`src/rtl/vga_cell_timing.sv`:
```
// vga_cell_timing: 640x480@60 Hz VGA timing with 8x8 cell indexing.
// A 25 MHz pixel strobe (PIX_EN) is derived from the 50 MHz clock; all
// timing state advances only on strobe edges. Every output is registered
// from next-state counters so HS/VS/ACTIVE/HCS/VCS/GRID describe the same
// pixel with no extra latency.
// Optional feature: define VGA_GRIDLINE_EN to build the GRID cell-boundary
// marker; otherwise GRID is tied low.

module vga_cell_timing #(
  parameter int H_VIS  = 640,
  parameter int H_FP   = 16,
  parameter int H_SW   = 96,
  parameter int H_BP   = 48,
  parameter int V_VIS  = 480,
  parameter int V_FP   = 10,
  parameter int V_SW   = 2,
  parameter int V_BP   = 33,
  parameter int CELL_W = H_VIS / 8,
  parameter int CELL_H = V_VIS / 8
) (
  input  logic       CLOCK_50,
  input  logic       RESET_N,
  output logic       PIX_EN,
  output logic       HS,
  output logic       VS,
  output logic       ACTIVE,
  output logic [2:0] HCS,
  output logic [2:0] VCS,
  output logic       FRAME_START,
  output logic       GRID
);

  typedef enum logic [1:0] {H_ACT, H_FRONT, H_SYNC, H_BACK} h_state_t;
  typedef enum logic [1:0] {V_ACT, V_FRONT, V_SYNC, V_BACK} v_state_t;

  localparam logic [9:0] H_LAST  = 10'(H_VIS + H_FP + H_SW + H_BP - 1);
  localparam logic [9:0] V_LAST  = 10'(V_VIS + V_FP + V_SW + V_BP - 1);
  localparam logic [9:0] CW_LAST = 10'(CELL_W - 1);
  localparam logic [9:0] CH_LAST = 10'(CELL_H - 1);

  // Last in-phase count of each horizontal state
  function automatic logic [9:0] h_phase_last(input h_state_t s);
    case (s)
      H_ACT:   h_phase_last = 10'(H_VIS - 1);
      H_FRONT: h_phase_last = 10'(H_FP - 1);
      H_SYNC:  h_phase_last = 10'(H_SW - 1);
      default: h_phase_last = 10'(H_BP - 1);
    endcase
  endfunction

  // Last in-phase count of each vertical state
  function automatic logic [9:0] v_phase_last(input v_state_t s);
    case (s)
      V_ACT:   v_phase_last = 10'(V_VIS - 1);
      V_FRONT: v_phase_last = 10'(V_FP - 1);
      V_SYNC:  v_phase_last = 10'(V_SW - 1);
      default: v_phase_last = 10'(V_BP - 1);
    endcase
  endfunction

  // Horizontal state succession
  function automatic h_state_t h_succ(input h_state_t s);
    case (s)
      H_ACT:   h_succ = H_FRONT;
      H_FRONT: h_succ = H_SYNC;
      H_SYNC:  h_succ = H_BACK;
      default: h_succ = H_ACT;
    endcase
  endfunction

  // Vertical state succession
  function automatic v_state_t v_succ(input v_state_t s);
    case (s)
      V_ACT:   v_succ = V_FRONT;
      V_FRONT: v_succ = V_SYNC;
      V_SYNC:  v_succ = V_BACK;
      default: v_succ = V_ACT;
    endcase
  endfunction

  // started delays the first strobe by one edge after reset release;
  // run marks that pixel (0,0) has been loaded and counting may proceed.
  logic       started;
  logic       run;
  logic       strobe;

  logic [9:0] hcnt, hcnt_nxt;
  logic [9:0] vcnt, vcnt_nxt;
  logic [9:0] hph, hph_nxt;
  logic [9:0] vph, vph_nxt;
  h_state_t   hst, hst_nxt;
  v_state_t   vst, vst_nxt;
  logic [9:0] hsub, hsub_nxt;
  logic [9:0] vsub, vsub_nxt;
  logic [2:0] hcs, hcs_nxt;
  logic [2:0] vcs, vcs_nxt;

  logic       hwrap;
  logic       fwrap;
  logic       act_nxt;
  logic       hs_nxt;
  logic       vs_nxt;
  logic       fs_nxt;

  assign strobe = started & ~PIX_EN;
  assign hwrap  = (hcnt == H_LAST);
  assign fwrap  = hwrap && (vcnt == V_LAST);

  // Pixel strobe generator: low for the first edge after reset, then toggles
  always_ff @(posedge CLOCK_50 or negedge RESET_N) begin
    if (!RESET_N) begin
      started <= 1'b0;
      PIX_EN  <= 1'b0;
    end else begin
      started <= 1'b1;
      PIX_EN  <= strobe;
    end
  end

  // Next-state for counters, both FSMs, cell indices and registered outputs
  always_comb begin
    hcnt_nxt = hcnt;
    vcnt_nxt = vcnt;
    hph_nxt  = hph;
    vph_nxt  = vph;
    hst_nxt  = hst;
    vst_nxt  = vst;
    hsub_nxt = hsub;
    vsub_nxt = vsub;
    hcs_nxt  = hcs;
    vcs_nxt  = vcs;

    if (!run) begin
      // First strobe after reset loads pixel (0,0)
      hcnt_nxt = '0;
      vcnt_nxt = '0;
      hph_nxt  = '0;
      vph_nxt  = '0;
      hst_nxt  = H_ACT;
      vst_nxt  = V_ACT;
      hsub_nxt = '0;
      vsub_nxt = '0;
      hcs_nxt  = '0;
      vcs_nxt  = '0;
    end else begin
      hcnt_nxt = hwrap ? 10'd0 : hcnt + 10'd1;

      if (hph == h_phase_last(hst)) begin
        hph_nxt = '0;
        hst_nxt = h_succ(hst);
      end else begin
        hph_nxt = hph + 10'd1;
      end

      if (hwrap) begin
        vcnt_nxt = fwrap ? 10'd0 : vcnt + 10'd1;
        if (vph == v_phase_last(vst)) begin
          vph_nxt = '0;
          vst_nxt = v_succ(vst);
        end else begin
          vph_nxt = vph + 10'd1;
        end
      end

      // Column-of-cell tracking restarts at every line start
      if (hwrap) begin
        hsub_nxt = '0;
        hcs_nxt  = '0;
      end else if (hst_nxt == H_ACT) begin
        if (hsub == CW_LAST) begin
          hsub_nxt = '0;
          hcs_nxt  = hcs + 3'd1;
        end else begin
          hsub_nxt = hsub + 10'd1;
        end
      end

      // Row-of-cell tracking steps once per visible line, restarts per frame
      if (fwrap) begin
        vsub_nxt = '0;
        vcs_nxt  = '0;
      end else if (hwrap && (vst_nxt == V_ACT)) begin
        if (vsub == CH_LAST) begin
          vsub_nxt = '0;
          vcs_nxt  = vcs + 3'd1;
        end else begin
          vsub_nxt = vsub + 10'd1;
        end
      end
    end

    act_nxt = (hst_nxt == H_ACT) && (vst_nxt == V_ACT);
    hs_nxt  = (hst_nxt != H_SYNC);
    vs_nxt  = (vst_nxt != V_SYNC);
    fs_nxt  = strobe && (hcnt_nxt == 10'd0) && (vcnt_nxt == 10'd0);
  end

  // Timing state and output registers, loaded only on strobe edges
  always_ff @(posedge CLOCK_50 or negedge RESET_N) begin
    if (!RESET_N) begin
      run         <= 1'b0;
      hcnt        <= '0;
      vcnt        <= '0;
      hph         <= '0;
      vph         <= '0;
      hst         <= H_ACT;
      vst         <= V_ACT;
      hsub        <= '0;
      vsub        <= '0;
      hcs         <= '0;
      vcs         <= '0;
      HS          <= 1'b1;
      VS          <= 1'b1;
      ACTIVE      <= 1'b0;
      HCS         <= '0;
      VCS         <= '0;
      FRAME_START <= 1'b0;
    end else begin
      FRAME_START <= fs_nxt;
      if (strobe) begin
        run    <= 1'b1;
        hcnt   <= hcnt_nxt;
        vcnt   <= vcnt_nxt;
        hph    <= hph_nxt;
        vph    <= vph_nxt;
        hst    <= hst_nxt;
        vst    <= vst_nxt;
        hsub   <= hsub_nxt;
        vsub   <= vsub_nxt;
        hcs    <= hcs_nxt;
        vcs    <= vcs_nxt;
        HS     <= hs_nxt;
        VS     <= vs_nxt;
        ACTIVE <= act_nxt;
        HCS    <= act_nxt ? hcs_nxt : 3'd0;
        VCS    <= act_nxt ? vcs_nxt : 3'd0;
      end
    end
  end

`ifdef VGA_GRIDLINE_EN
  // Marks the first column and first line of every cell during active video
  always_ff @(posedge CLOCK_50 or negedge RESET_N) begin
    if (!RESET_N) begin
      GRID <= 1'b0;
    end else if (strobe) begin
      GRID <= act_nxt && ((hsub_nxt == 10'd0) || (vsub_nxt == 10'd0));
    end
  end
`else
  assign GRID = 1'b0;
`endif

endmodule

```
`config.mk`:
```
export PLATFORM = sky130hd
export DESIGN_NAME = vga_cell_timing
export DESIGN_NICKNAME = d
export VERILOG_FILES = /design/src/rtl/vga_cell_timing.sv
export SDC_FILE = /design/constraint.sdc
export NUM_CORES = 1
export LEC_CHECK = 0
export ABC_CLOCK_PERIOD_IN_PS = 2400
export BUFFER_PORTS_ARGS = -buffer_cell sky130_fd_sc_hd__buf_2
export CORE_ASPECT_RATIO = 0.6
export CORE_MARGIN = 4
export CORE_UTILIZATION = 57
export DETAILED_ROUTE_END_ITERATION = 7
export HOLD_SLACK_MARGIN = 0.15
export PLACE_DENSITY = 0.81
export SYNTH_ARGS = -nofsm -noshare
export SYNTH_HDL_FRONTEND = slang
export SYNTH_SLANG_ARGS = --single-unit
```
`constraint.sdc`:
```
create_clock -name CLOCK_50 -period 2.4 [get_ports CLOCK_50]
set_input_delay 0.24 -clock CLOCK_50 [delete_from_list [all_inputs] [get_ports CLOCK_50]]
set_output_delay 0.24 -clock CLOCK_50 [all_outputs]
set_load 0.1 [all_outputs]
```
==> results of run 1 <==
[layout make-up]
cell class	count	area, um2
Clock inverter	3	15.0
Clock buffer	13	260
Timing Repair Buffer	97	736
Inverter	17	63.8
Tap cell	112	140
Multi-Input combinational cell	441	3100
Sequential cell	83	2080
Fill cell	553	2190
[power by group]
part           switching, mW  internal [mW]  leakage (nW)
Sequential            0.0934           1.52          1.10
Clock                  0.554          0.752         0.139
Combinational          0.354          0.275          1.63
[sequential cells by signal (all words and copies together) (netlist names)]
register,flops
vsub,10
HS,1
VS,1
FRAME_START,1
hcnt,10
vph,10
HCS,3
started,1
VCS,3
hcs,3
ACTIVE,1
vcs,3
vcnt,10
run,1
PIX_EN,1
hst,2
vst,2
hph,10
hsub,10
[layer usage]
metal / part of all wire / up-vias / wire [um]
met1: 0.45 / 2429 / 6580
met5: 0 / - / 0
li1: - / 2240 / -
met3: 0.072 / 45 / 1060
met4: 0.022 / 0 / 320
met2: 0.46 / 227 / 6660
[worst paths after layout]
kind | startpoint | endpoint | cells after the start
min | RESET_N | hph[3] | 2
max | hst[0] | hcs[1] | 11
max in group asynchronous | RESET_N | vcnt[1] | 3
max reg2reg | hst[0] | hcs[1] | 11
min in group CLOCK_50 | VCS[2] | VCS[2] | 2
min reg2reg | VCS[2] | VCS[2] | 2
[repair_timing]
item                       CTS  global route
hold buffers                 1             0
setup endpoints to repair   36            51
pin swaps                   10            22
hold endpoints to repair    25             0
cloned                       1             0
gates resized for setup     19            37
buffers inserted             4            16
[synth_stat cells (5+ instances only)]
cell and count:
nand4_1 13, a21oi_1 19, mux2i_1 15, nand3_1 37, a22o_1 5, o21ai_1 5, a31oi_1 8, nor3_1 18
xnor2_1 14, and3_1 18, clkbuf_1 18, nor2_1 47, inv_1 16, or3_1 7, ha_1 15, buf_2 6
o31ai_1 11, xor2_1 12, and2_1 5, dfrtp_1 81, nand2_1 64, a211o_1 7, o21ai_0 39
[kinds of logic after synthesis]
logic type / after synthesis / synth area share
buffers and inverters: 49 / 0.0413
AO/OA/AOI/OAI: 129 / 0.169
adder cells (fa/ha/maj): 15 / 0.0369
other: 2 / 0.00148
multiplexers: 20 / 0.0406
AND/OR/NAND/NOR: 249 / 0.257
flip-flops: 83 / 0.409
XOR/XNOR: 26 / 0.0448
[worst max-delay path, cell delays in order (launching register included)]
cell     delay (ns)
dfrtp_1        0.39
inv_2          0.09
buf_4          0.12
ha_1           0.22
nor3b_1        0.27
o21ai_0        0.18
buf_4          0.18
a21oi_4        0.21
buf_6          0.15
mux2_4         0.34
a21oi_4        0.22
o22ai_1        0.12
[per-stage QoR]
step	TNS, ns	std cells	hold slack, ns
floorplan	-0.0486	573	-0.0556
global placement	-0.663	728	0.175
detailed placement	-2.24	728	0.173
CTS	-0.346	750	0.339
global route	-9.57	766	0.382
finish	-4.31	766	0.332
[placed cells by master, fill, tap and decap left out, types with 7 or more instances in the layout]
master / synthesis / routed
nand4_1: 13 / 13
o21ai_0: 39 / 36
a31oi_1: 8 / 7
xnor2_1: 14 / 12
nor2_1: 47 / 46
mux2i_1: 15 / 12
a211o_1: 7 / 7
ha_1: 15 / 10
nor3_1: 18 / 13
xor2_1: 12 / 11
buf_2: 6 / 12
nand2_1: 64 / 64
a21oi_1: 19 / 16
dfrtp_1: 81 / 79
inv_1: 16 / 13
clkbuf_16: 0 / 9
o31ai_1: 11 / 11
nand3_1: 37 / 36
buf_4: 3 / 77
and3_1: 18 / 18
==> flow_metrics.env, run 1 <==
export IMPL_cts_inserted_buffers=9
export IMPL_fin_area_mm2=0.00640
export IMPL_cts_buffer_depth=2
export IMPL_ys_seq_area_frac=0.409
export IMPL_drv_slew=0
export IMPL_wl_per_cell_um=19.1
export IMPL_setup_violations=39
export IMPL_gp_congestion=0.881
export IMPL_viasPerCell=6.45
export IMPL_root_buffer="clkbuf_16"
export IMPL_grt_overflow=0
export IMPL_critPathCaptureType="flip-flop"
export IMPL_violations="setup timing"
export IMPL_period_minus_slack_ns=2.63
export IMPL_synth_nets=590
export IMPL_crit_fanout=6
export IMPL_p_per_area_mw_per_mm2=554
export IMPL_n_antenna_cell=0
export IMPL_area_growth_pct=25.8
export IMPL_worst_setup_path_type="flip-flop to flip-flop"
export IMPL_antenna_found_initial=0
export IMPL_wl_mm=14.6
export IMPL_cp_arrival_ns=2.85
export IMPL_synth_cells=573
export IMPL_top_usage_layer="met2"
export IMPL_dr_first_iter_drc_count=680
export IMPL_post_route_util=0.745
export IMPL_r2r_slack_ns=-0.23
export IMPL_place_ws_ns=-0.187
export IMPL_num_vias=4941
export IMPL_path_clk_slew_ns=0.06
export IMPL_timing_max_cap_violations=0
export IMPL_cts_tree="yes"
export IMPL_clock_sinks=83
export IMPL_yosysTopAreaCell="dfrtp_1"
export IMPL_grt_first_pass_wirelength_mm=22.4
export IMPL_firstDrtPassIters=5
export IMPL_avgSynthCellArea_um2=8.88
export IMPL_leakagePower_nw=2.88
export IMPL_row_count=26
export IMPL_initial_core_util=0.592
export IMPL_die_area_mm2=0.0106
export IMPL_die_y_um=81.2
export IMPL_ir_worst_vdd_mv=0.355
export IMPL_fin_skew_ns=0.0103
export IMPL_met3_usage=0.0703
export IMPL_ant_nets=0
export IMPL_required_ns=2.63
export IMPL_async_reset_ff_frac=1.00
export IMPL_synth_top_cells_by_area="dfrtp_1 40%, nand2_1 4.7%, o21ai_0 3.8%, ha_1 3.7%, nand3_1 3.6%"
export IMPL_post_dp_hpwl_mm=9.27
export IMPL_synth_warnings=0
export IMPL_min_path_type="input pin to async pin"
export IMPL_nets=666
export IMPL_grt_max_degree=59
export IMPL_die_w_um=130
export IMPL_port_buffers=12
export IMPL_htree_levels=3
export IMPL_drive_gt1_frac=0.271
export IMPL_worst_pin_slew_ns=0.587
export IMPL_total_power_mw=3.55
export IMPL_post_route_drc_count=0
export IMPL_cp_start_kind="flip-flop"
export IMPL_finalCritPeriodShare=1.09
export IMPL_dominantRegCellSynth="dfrtp_1"
export IMPL_met1_usage=0.383
export IMPL_fin_ws_ns=-0.225
export IMPL_clock_fmax_mhz=381
export IMPL_rsz0062_at_grt="yes"
export IMPL_netlist_area_leader_share=0.398
export IMPL_synth_area_mm2=0.00509
export IMPL_clock_latency_ns=0.36
export IMPL_hold_viol=0
export IMPL_core_area_mm2=0.00859
export IMPL_placed_area_mm2=0.00569
export IMPL_synth_seq_cells=83
export IMPL_num_io_pins=14
export IMPL_synth_cell_type_count=69
export IMPL_synth_edf_count=0
export IMPL_grt_pass1_vias=4518
export IMPL_track_usage=0.270
export IMPL_status="complete, but fails checks"
export IMPL_relSlewSlack=0.607
export IMPL_grt_use_met2=0.405
Power figures use the tool's default switching activity.
==> run 2, diff against run 1 <==
CELL_PAD_IN_SITES_DETAIL_PLACEMENT = 0   (was unset)
CELL_PAD_IN_SITES_GLOBAL_PLACEMENT = 2   (was unset)
CORE_UTILIZATION = 36   (was 57)
PLACE_DENSITY = 0.8   (was 0.81)
==> flow_metrics.env, run 2 (synthesis gave the netlist of run 1 again) <==
export IMPL_die_y_um=100
export IMPL_drt_met1_wl_mm=7.36
export IMPL_fillers=1296
export IMPL_fin_cells=848
export IMPL_clock_sinks=83
export IMPL_place_inst=822
export IMPL_antenna_found_initial=0
export IMPL_timing_max_cap_violations=0
export IMPL_finalCritPeriodShare=1.04
export IMPL_wl_met3_um=797
export IMPL_min_path_type="input pin to async pin"
export IMPL_root_buffer="clkbuf_16"
export IMPL_setup_violations=16
export IMPL_ir_worst_vdd_mv=0.272
export IMPL_num_vias=4617
export IMPL_wl_per_cell_um=16.7
export IMPL_path_clk_slew_ns=0.07
export IMPL_cts_buffer_depth=2
export IMPL_post_dp_hpwl_mm=10.0
export IMPL_nets=668
export IMPL_viasPerCell=5.44
export IMPL_drv_slew=0
export IMPL_relSlewSlack=0.517
export IMPL_met2_length_mm=5.87
export IMPL_wl_mm=14.2
export IMPL_grt_overflow=0
export IMPL_fin_area_mm2=0.00647
export IMPL_num_io_pins=14
export IMPL_post_route_util=0.471
export IMPL_htree_levels=3
export IMPL_fin_ws_ns=-0.0889
export IMPL_cp_start_kind="flip-flop"
export IMPL_gp_congestion=0.829
export IMPL_cts_tree="yes"
export IMPL_crit_fanout=4
export IMPL_track_usage=0.179
export IMPL_port_buffers=12
export IMPL_die_area_mm2=0.0162
export IMPL_die_w_um=161
export IMPL_grt_pass1_vias=4404
export IMPL_core_area_mm2=0.0137
export IMPL_rsz0062_at_grt="yes"
export IMPL_clock_latency_ns=0.35
export IMPL_status="complete, but fails checks"
export IMPL_required_ns=2.68
export IMPL_drive_gt1_frac=0.265
export IMPL_worst_pin_slew_ns=0.724
export IMPL_n_antenna_cell=0
export IMPL_cts_inserted_buffers=9
export IMPL_cp_arrival_ns=2.77
export IMPL_row_count=33
export IMPL_post_route_drc_count=0
export IMPL_p_per_area_mw_per_mm2=588
export IMPL_ant_nets=0
export IMPL_grt_first_pass_wirelength_mm=23.3
export IMPL_grt_max_degree=52
export IMPL_area_growth_pct=27.3
export IMPL_period_minus_slack_ns=2.49
export IMPL_hold_viol=0
export IMPL_initial_core_util=0.370
export IMPL_critPathCaptureType="flip-flop"
export IMPL_total_power_mw=3.81
export IMPL_violations="setup timing"
export IMPL_fin_skew_ns=0.0104
export IMPL_placed_area_mm2=0.00588
export IMPL_dr_first_iter_drc_count=375
export IMPL_top_layer="met4"
export IMPL_worst_setup_path_type="flip-flop to flip-flop"
export IMPL_firstDrtPassIters=5
export IMPL_clock_fmax_mhz=402
export IMPL_leakagePower_nw=2.91
export IMPL_final_cell_mix="80 x dfrtp_1, 80 x buf_4, 64 x nand2_1"
==> run 2: cell types whose count changed in the layout (fill, tap and decap cells not counted), moves of 3 or more <==
cell     before  now
o21ai_0      36   32
nor3_2        6    2
nor3_1       13   17
o21ai_1       5    8
buf_4        77   80
==> run 2: where the power goes <==
group          total, mW  leakage, nW  internal (mW)  switching (mW)
combinational      0.655         1.65          0.299           0.356
clock               1.55        0.153          0.917           0.630
sequential          1.60         1.11           1.52          0.0889
==> run 2: cell type report <==
class / instances / area, um2 / share of cell area
Clock buffer: 10 / 229 / 0.0354
Clock inverter: 6 / 90.1 / 0.0139
Inverter: 17 / 63.8 / 0.00986
Multi-Input combinational cell: 442 / 3040 / 0.469
Sequential cell: 83 / 2080 / 0.321
Tap cell: 192 / 240 / 0.0371
Timing Repair Buffer: 98 / 733 / 0.113
==> run 2: worst max-delay path: stages, from the launching register on <==
cell	delay [ns]
dfrtp_1	0.40
inv_2	0.08
ha_4	0.21
xnor2_2	0.13
or4_4	0.51
a21oi_4	0.24
buf_6	0.15
mux2_4	0.31
or3_1	0.31
o21ai_1	0.08
==> run 2: what timing repair did <==
item,CTS,global route
cloned,1,1
pin swaps,9,11
endpoints found under the setup margin,31,49
endpoints found under the hold margin,46,0
resized for setup,15,34
setup buffers,6,1
hold buffers,1,0
==> run 2: path summary, 6_finish.rpt <==
kind	from	end	slack [ns]	cells after the start
max in group asynchronous	RESET_N	hcnt[8]	1.18	3
hold / removal	RESET_N	hsub[5]	0.49	2
hold reg to reg	hsub[0]	hsub[0]	0.50	1
setup reg to reg	hst[1]	hcs[2]	-0.09	9
min in group CLOCK_50	hsub[0]	hsub[0]	0.50	1
setup / recovery	hst[1]	hcs[2]	-0.09	9
==> run 2: layer usage <==
layer,global-route usage,vias to the layer above
li1,-,2247
met3,0.0406,14
met5,0,-
met1,0.279,2238
met4,0.0419,0
met2,0.249,118
==> run 2: stage by stage <==
| step | worst slack (ns) | TNS (ns) | hold WS, ns |
|---|---|---|---|
| floorplan | -0.0268 | -0.0486 | -0.0556 |
| global placement | -0.106 | -0.809 | 0.341 |
| detailed placement | -0.159 | -1.51 | 0.341 |
| CTS | -0.0736 | -0.652 | 0.502 |
| global route | -0.164 | -2.59 | 0.522 |
| finish | -0.0889 | -0.945 | 0.486 |
